**src/rtl/cu_fsm_gen2.sv**
```systemverilog
// cu_fsm_gen2: multicycle OTTER control sequencer with memory wait, mul/div and interrupt handling
module cu_fsm_gen2 #(
    parameter int MEM_HS    = 0,
    parameter int MEM_LAT   = 0,
    parameter int INTR_EN   = 1,
    parameter int MULDIV_EN = 0
) (
    input  logic       CLK,
    input  logic       RST_N,
    input  logic [6:0] opcode,
    input  logic [2:0] func3,
    input  logic [6:0] func7,
    input  logic       intr,
    input  logic       mem_rdy,
    input  logic       md_done,
    output logic       pc_write,
    output logic       reg_write,
    output logic       mem_rden1,
    output logic       mem_rden2,
    output logic       mem_we2,
    output logic       csr_we,
    output logic       int_taken,
    output logic       mret_exec,
    output logic       md_start,
    output logic       rst_out
);
    localparam logic [6:0] OP_LOAD   = 7'b0000011;
    localparam logic [6:0] OP_STORE  = 7'b0100011;
    localparam logic [6:0] OP_BRANCH = 7'b1100011;
    localparam logic [6:0] OP_LUI    = 7'b0110111;
    localparam logic [6:0] OP_AUIPC  = 7'b0010111;
    localparam logic [6:0] OP_JAL    = 7'b1101111;
    localparam logic [6:0] OP_JALR   = 7'b1100111;
    localparam logic [6:0] OP_IMM    = 7'b0010011;
    localparam logic [6:0] OP_OP     = 7'b0110011;
    localparam logic [6:0] OP_SYSTEM = 7'b1110011;

    typedef enum logic [2:0] {ST_INIT, ST_FETCH, ST_EXEC, ST_WB, ST_MULDIV, ST_INTR} state_t;

    state_t     state, next;
    logic [3:0] wcnt, wcnt_nx;
    logic       mem_done, done, is_md, is_sys, writes_rd;

    assign mem_done  = (MEM_HS != 0) ? mem_rdy : (wcnt == 4'(MEM_LAT));
    assign is_md     = (MULDIV_EN != 0) && opcode == OP_OP && func7 == 7'b0000001;
    assign is_sys    = opcode == OP_SYSTEM;
    assign writes_rd = opcode == OP_LUI || opcode == OP_AUIPC || opcode == OP_JAL ||
                       opcode == OP_JALR || opcode == OP_IMM || opcode == OP_OP;

    always_ff @(posedge CLK or negedge RST_N) begin
        if (!RST_N) begin
            state <= ST_INIT;
            wcnt  <= '0;
        end else begin
            state <= next;
            wcnt  <= wcnt_nx;
        end
    end

    always_comb begin
        next      = state;
        wcnt_nx   = '0;
        done      = 1'b0;
        pc_write  = 1'b0;
        reg_write = 1'b0;
        mem_rden1 = 1'b0;
        mem_rden2 = 1'b0;
        mem_we2   = 1'b0;
        csr_we    = 1'b0;
        int_taken = 1'b0;
        mret_exec = 1'b0;
        md_start  = 1'b0;
        rst_out   = 1'b0;
        case (state)
            ST_INIT: begin
                rst_out = 1'b1;
                next    = ST_FETCH;
            end
            ST_FETCH: begin
                mem_rden1 = 1'b1;
                if (mem_done) next = ST_EXEC;
                else wcnt_nx = wcnt + 4'd1;
            end
            ST_EXEC: begin
                if (opcode == OP_LOAD) begin
                    mem_rden2 = 1'b1;
                    next      = ST_WB;
                end else if (opcode == OP_STORE) begin
                    mem_we2  = 1'b1;
                    pc_write = mem_done;
                    done     = mem_done;
                    wcnt_nx  = mem_done ? 4'd0 : wcnt + 4'd1;
                end else if (is_md) begin
                    md_start = 1'b1;
                    next     = ST_MULDIV;
                end else begin
                    // BRANCH and unknown opcodes only advance the PC
                    pc_write  = 1'b1;
                    done      = 1'b1;
                    reg_write = writes_rd || (is_sys && func3 != 3'b000);
                    csr_we    = is_sys && func3 != 3'b000;
                    mret_exec = is_sys && func3 == 3'b000;
                end
            end
            ST_WB: begin
                reg_write = 1'b1;
                pc_write  = mem_done;
                done      = mem_done;
                wcnt_nx   = mem_done ? 4'd0 : wcnt + 4'd1;
            end
            ST_MULDIV: begin
                reg_write = md_done;
                pc_write  = md_done;
                done      = md_done;
            end
            ST_INTR: begin
                int_taken = 1'b1;
                pc_write  = 1'b1;
                next      = ST_FETCH;
            end
            default: next = ST_INIT;
        endcase
        if (done) next = (INTR_EN != 0 && intr) ? ST_INTR : ST_FETCH;
    end
endmodule

```
**config.mk**
```make
export PLATFORM = sky130hd
export DESIGN_NAME = cu_fsm_gen2
export DESIGN_NICKNAME = d
export VERILOG_FILES = /design/src/rtl/cu_fsm_gen2.sv
export SDC_FILE = /design/constraint.sdc
export NUM_CORES = 1
export LEC_CHECK = 0
export ABC_AREA = 1
export BUFFER_PORTS_ARGS = -buffer_cell sky130_fd_sc_hd__buf_2
export CAP_MARGIN = 20
export CORE_MARGIN = 3
export CORE_UTILIZATION = 34
export CTS_CLUSTER_DIAMETER = 50
export CTS_CLUSTER_SIZE = 28
export DETAILED_ROUTE_END_ITERATION = 6
export MAX_ROUTING_LAYER = met4
export SYNTH_ARGS = -nofsm -noshare
export SYNTH_HDL_FRONTEND = slang
export SYNTH_SLANG_ARGS = --single-unit
```
**constraint.sdc**
```tcl
create_clock -name CLK -period 1.8 [get_ports CLK]
set_input_delay 0.45 -clock CLK [delete_from_list [all_inputs] [get_ports CLK]]
set_output_delay 0.45 -clock CLK [all_outputs]
set_load 0.1 [all_outputs]
```
==> flow_summary.yaml, run 1 <==
logic_synthesis:
  ys_seq_area_frac: 0.270
  ys_warn_count: 0
  synth-edff-count: 0
  postSynthCellCount: 107
  syn-num-nets: 131
  synth_cell_types: 21
  syn_area_um2: 648
  ys_top_cells_by_area: "dfrtp_1 (27%), nand2_1 (14%), inv_1 (13%)"
  ys_seq_elements: 7
  synth_top_area_cell: "dfrtp_1"
  synth_most_common_cell: "nand2_1"
  syn-mean-instance-area_um2: 6.06
  synthArstFlopShare: 1.00
  synth_top_cell_area_share: 0.270
  synth_top_flop_cell: "dfrtp_1"
  ys_top_cells_by_count: "nand2_1 (25), inv_1 (22), nor2_1 (17)"
grt:
  grt.total_usage: 0.194
  grt_max_degree: 8
  antenna_found_initial: 0
  grt_pass1_wl_mm: 3.56
  grt-ovfl-total: 0
  grt_pass1_vias: 843
final_layout:
  fillers: 119
  final_cells: 200
  layout.nets: 200
  antenna_cells: 0
  multi_input_area_um2: 554
  area_delta_synth_final_pct: 130
  fin_util: 0.845
  regArea_um2: 179
  fin_area_um2: 1490
  drive_above_1_share: 0.657
timing:
  grt_setup_unrepaired: "yes"
  setup-tns-final_ns: -1.42
  drv_slew: 0
  setup-violations-final: 12
  timing.hold.ws_ns: -0.00313
  min_period_over_period: 1.10
  finalCriticalPeriod_ns: 1.98
  fin_worst_skew_ns: 0.0108
  hold_viol: 3
  fin_ws_ns: -0.179
  max_freq_mhz: 505
worst_setup_path:
  critical_path_class: "reg -> out"
  r2r_start: "wcnt[1]"
  reg2regPathDepth: 13
  endpoint: "pc_write"
  max_stage_delay_ns: 0.47
  worst-path-max-fanout: 6
  cp.arrival_ns: 1.53
  critPathLaunch: "state[0]"
  critPathLaunchType: "flip-flop"
  r2r_slack_ns: -0.10
  crit_slowest_cell: "dfrtp_2"
  cp-end-kind: "primary output"
  crit_chain: "nor2_4 > nand2_4 > nor2_2 > nand2_2 > nand2_2 > inv_2 > nand2_4 > buf_12"
  r2r_end: "wcnt[3]"
  worst_ep_required_time_ns: 1.35
die:
  die_area_um2: 2470
  rows: 15
  die-width_um: 49.7
  die_h_um: 49.7
  core_area_um2: 1760
  io_pins: 32
  start_util: 0.367
clock_network:
  cts.path.max_buffers: 2
  clk_latency_ns: 0.27
  cts_buffers: 3
  cts_hold_buf: 0
  cts_max_level: 1
  cts_tree: "yes"
  cts-root-buf: "clkbuf_4"
  clock-sinks: 7
  path_clk_slew_ns: 0.06
route:
  antenna_left: 0
  drtIter0Drc: 16
  wl_mm: 2.73
  vias_per_cell: 4.71
  drc_errors: 0
  routed-via-count: 941
  wl_per_cell_um: 13.7
  drtPass1Iterations: 4
outcome:
  violations: "negative hold slack, negative setup slack"
  status: "finished, violations left"
placed_design:
  routabilityCongestion: 0.774
  port_buffers: 22
  placed_area_um2: 1110
  dp_hpwl_mm: 1.36
  dp.cells: 167
  post-place-ws_ns: -0.144
run:
  drv_cap: 0
power:
  power.density_nw_per_um2: 1460
  p_leak_nw: 0.795
  ir_drop_mv: 1.78
worst_hold_path:
  hp-class: "in -> async"
## timing repair
item	CTS	global route
pin swaps	11	9
setup endpoints to repair	6	12
setup buffers	22	7
gates resized for setup	17	23
## through the flow
step / hold WS (ns) / power, W
floorplan: 0.154 / 0.00114
global placement: 0.283 / 0.00160
detailed placement: 0.287 / 0.00161
CTS: 0.0190 / 0.00195
global route: -0.000874 / 0.00229
finish: -0.00313 / 0.00218
## area by class of cell
cell class,count,share of cell area
flip-flops and latches,7,0.120
well taps,25,0.0210
multi-input cells,76,0.372
clock buffers,4,0.0176
repair buffers,65,0.395
inverters,23,0.0747
## state kept, by name (all words and copies together) (netlist names)
register	count
state	3
wcnt	4
## worst max-delay path: cells and delay by family (launching register included)
kind | cells | cell delay (ns)
flip-flops | 1 | 0.47
AND/OR/NAND/NOR | 6 | 0.58
buffers and inverters | 2 | 0.22
## power by group
group          total [W]  internal (W)  switching [W]
clock network   0.000153     0.0000852      0.0000677
registers       0.000266      0.000199      0.0000677
logic            0.00176      0.000717        0.00104
## layout by cell type (no fill, tap or decap), drive strengths merged
cell / synthesis / routed
a21oi: 1 / 1
buf: 1 / 65
clkbuf: 0 / 4
conb: 1 / 1
dfrtp: 7 / 7
ha: 2 / 2
inv: 23 / 23
nand2: 29 / 29
nand3: 12 / 12
nand3b: 1 / 1
nand4: 1 / 1
nor2: 20 / 20
nor3: 5 / 5
o21ai: 2 / 2
xnor2: 1 / 1
xor2: 1 / 1
## worst min path at each step
stage | from | end | slack, ns | cells after the start
after floorplan | RST_N | state[0] | 0.15 | 0
final | RST_N | wcnt[2] | -0.003 | 1
after CTS | RST_N | wcnt[2] | 0.02 | 1
after detailed placement | RST_N | wcnt[3] | 0.29 | 1
after global placement | RST_N | wcnt[2] | 0.28 | 1
after global routing | RST_N | wcnt[2] | -0.0009 | 1
## cells by family after synthesis
group	count (synthesis)	share of synthesized area
simple gates	68	0.479
buf+inv	24	0.145
flops	7	0.270
compound gates	3	0.0347
xor+xnor	2	0.0270
fa+ha+maj	2	0.0386
other cells	1	0.00579
## routing by layer
layer | track usage | share of wire | up-vias
met1 | 0.219 | 0.40 | 448
li1 | - | - | 457
met4 | 0.0691 | 0.017 | 0
met3 | 0.0514 | 0.043 | 6
met5 | - | 0 | -
met2 | 0.328 | 0.53 | 30
Note: power is estimated with default switching activity, not from simulation.
==> run 2: changes to the inputs <==
clock period = 2.5 ns   (was 1.8 ns; I/O delays follow)
==> run 2 against run 1 <==
Critical path type is now in -> out. Total power is 52% lower. Register-to-register slack better by 1.3 ns. Hold slack better by 0.20 ns. The flow now finishes without violations. Non-clock buffer count is 43 lower. Clock skew is 0.0094 ns lower. Final area is 39% lower. Setup slack better by 0.41 ns. Final cell count is 22% lower. Critical path depth is 1 higher. First-iteration DRC count is 31% lower. Count of clock-buffer cells in the layout stayed put. Core utilization is 33 points lower.
==> flow_summary.yaml, run 2 (synthesis results as in run 1) <==
grt:
  grt_max_degree: 8
  grt_pass1_wl_mm: 2.30
  antenna_found_initial: 0
  grt-ovfl-total: 0
  grt_pass1_vias: 605
  grt.total_usage: 0.125
outcome:
  status: "finished clean"
clock_network:
  cts-root-buf: "clkbuf_4"
  cts_buffers: 3
  clk_latency_ns: 0.25
  cts_hold_buf: 0
  clock-sinks: 7
  post_cts_resize_count: 0
  path_clk_slew_ns: 0.05
  cts_max_level: 1
  cts_setup_buffers: 0
  cts_tree: "yes"
  cts.path.max_buffers: 2
worst_setup_path:
  critPathLaunchType: "input pin"
  crit_chain: "buf_2 > inv_1 > nand2_1 > nor2_4 > nand4_1 > nand3_1 > nand2_1 > nand2_1 > buf_12"
  cp-end-kind: "primary output"
  critical_path_class: "in -> out"
  cp_top_family: "simple AND/OR/NAND/NOR gates"
  crit_slowest_cell: "buf_12"
  path_common_cell: "nand2_1"
  max_stage_delay_ns: 0.18
  worst-path-buf-inv: 3
  cp.arrival_ns: 1.64
  worst_ep_required_time_ns: 1.88
  worst-path-max-fanout: 6
timing:
  drv_slew: 0
  hold_viol: 0
  max_freq_mhz: 441
  grt_setup_unrepaired: "no"
  fin_worst_skew_ns: 0.00149
  min_period_over_period: 0.906
  finalCriticalPeriod_ns: 2.27
  setup-tns-final_ns: 0
  setup-violations-final: 0
  fin_ws_ns: 0.235
final_layout:
  antenna_cells: 0
  layout.nets: 157
  area_delta_synth_final_pct: 40.5
  mostFrequentLayoutCells: "nand2_1 (25), inv_1 (22), buf_2 (16), nor2_1 (14), nand3_1 (12)"
  regMostFlops: "wcnt"
  reg.largest.list: "wcnt: 4 flops, state: 3 flops"
  fin_area_um2: 911
  drive_above_1_share: 0.303
  layout_commonest_cell: "nand2_1"
  fin_util: 0.516
  largest_reg_flops: 4
placed_design:
  post-place-ws_ns: 0.240
  dp_hpwl_mm: 1.17
  placed_area_um2: 885
  port_buffers: 22
  routabilityCongestion: 0.800
die:
  rows: 15
  die_area_um2: 2470
  core_area_um2: 1760
  die_h_um: 49.7
  die-width_um: 49.7
  start_util: 0.367
  io_pins: 32
route:
  drtIter0Drc: 11
  wl_mm: 1.37
  drtPass1Iterations: 4
  vias_per_cell: 4.34
  drc_errors: 0
  wl_per_cell_um: 8.71
  antenna_left: 0
  routed-via-count: 682
run:
  drv_cap: 0
power:
  ir_drop_mv: 0.676
  p_leak_nw: 0.503
  power.density_nw_per_um2: 1150
worst_hold_path:
  hp-class: "in -> async"
[run 2: cell types whose count changed in the layout (fill, tap and decap cells not counted), sizes merged]
| cell | previous run | this run |
|---|---|---|
| buf | 65 | 22 |
[run 2: cell type report]
type                            instances  area, µm²
Multi-Input combinational cell         76        392
Timing Repair Buffer                   22        200
Tap cell                               25       31.3
Sequential cell                         7        175
Fill cell                             200        853
Clock buffer                            4       26.3
Inverter                               23       86.3
[run 2: worst paths after layout]
kind | startpoint | to | slack, ns | cells past startpoint
min in group CLK | wcnt[0] | wcnt[0] | 0.49 | 1
max | opcode[3] | reg_write | 0.23 | 9
min reg2reg | wcnt[0] | wcnt[0] | 0.49 | 1
min | RST_N | state[2] | 0.20 | 1
max reg2reg | state[2] | state[1] | 1.17 | 8
max in group asynchronous | RST_N | wcnt[1] | 2.15 | 1
[run 2: worst register-to-register path: stages, from the launching register on]
cell and delay, ns:
dfrtp_1 0.41, nor2_1 0.17, nand2_2 0.16, inv_1 0.14
nand2_1 0.09, nand2_1 0.09, nand2_1 0.05, nand2_1 0.07
nor2_2 0.04
[run 2: stage by stage]
step / total power [W] / hold slack [ns] / instances
after floorplan: 0.000766 / 0.329 / 107
after global placement: 0.000946 / 0.462 / 153
after detailed placement: 0.000956 / 0.466 / 153
after CTS: 0.00106 / 0.199 / 157
after global routing: 0.00113 / 0.191 / 157
final: 0.00105 / 0.198 / 157
[run 2: power breakdown]
part	switching, W	internal, W	leakage, nW
sequential	0.0000321	0.000139	0.0929
combinational	0.000570	0.000209	0.395
clock	0.0000387	0.0000607	0.0150
[run 2: per-layer routing]
metal	GRT usage	vias to the layer above	wire, µm
li1	-	373	-
met1	0.143	292	649
met2	0.203	17	670
met3	0.0363	0	48
met4	0.0553	0	0
met5	-	-	0
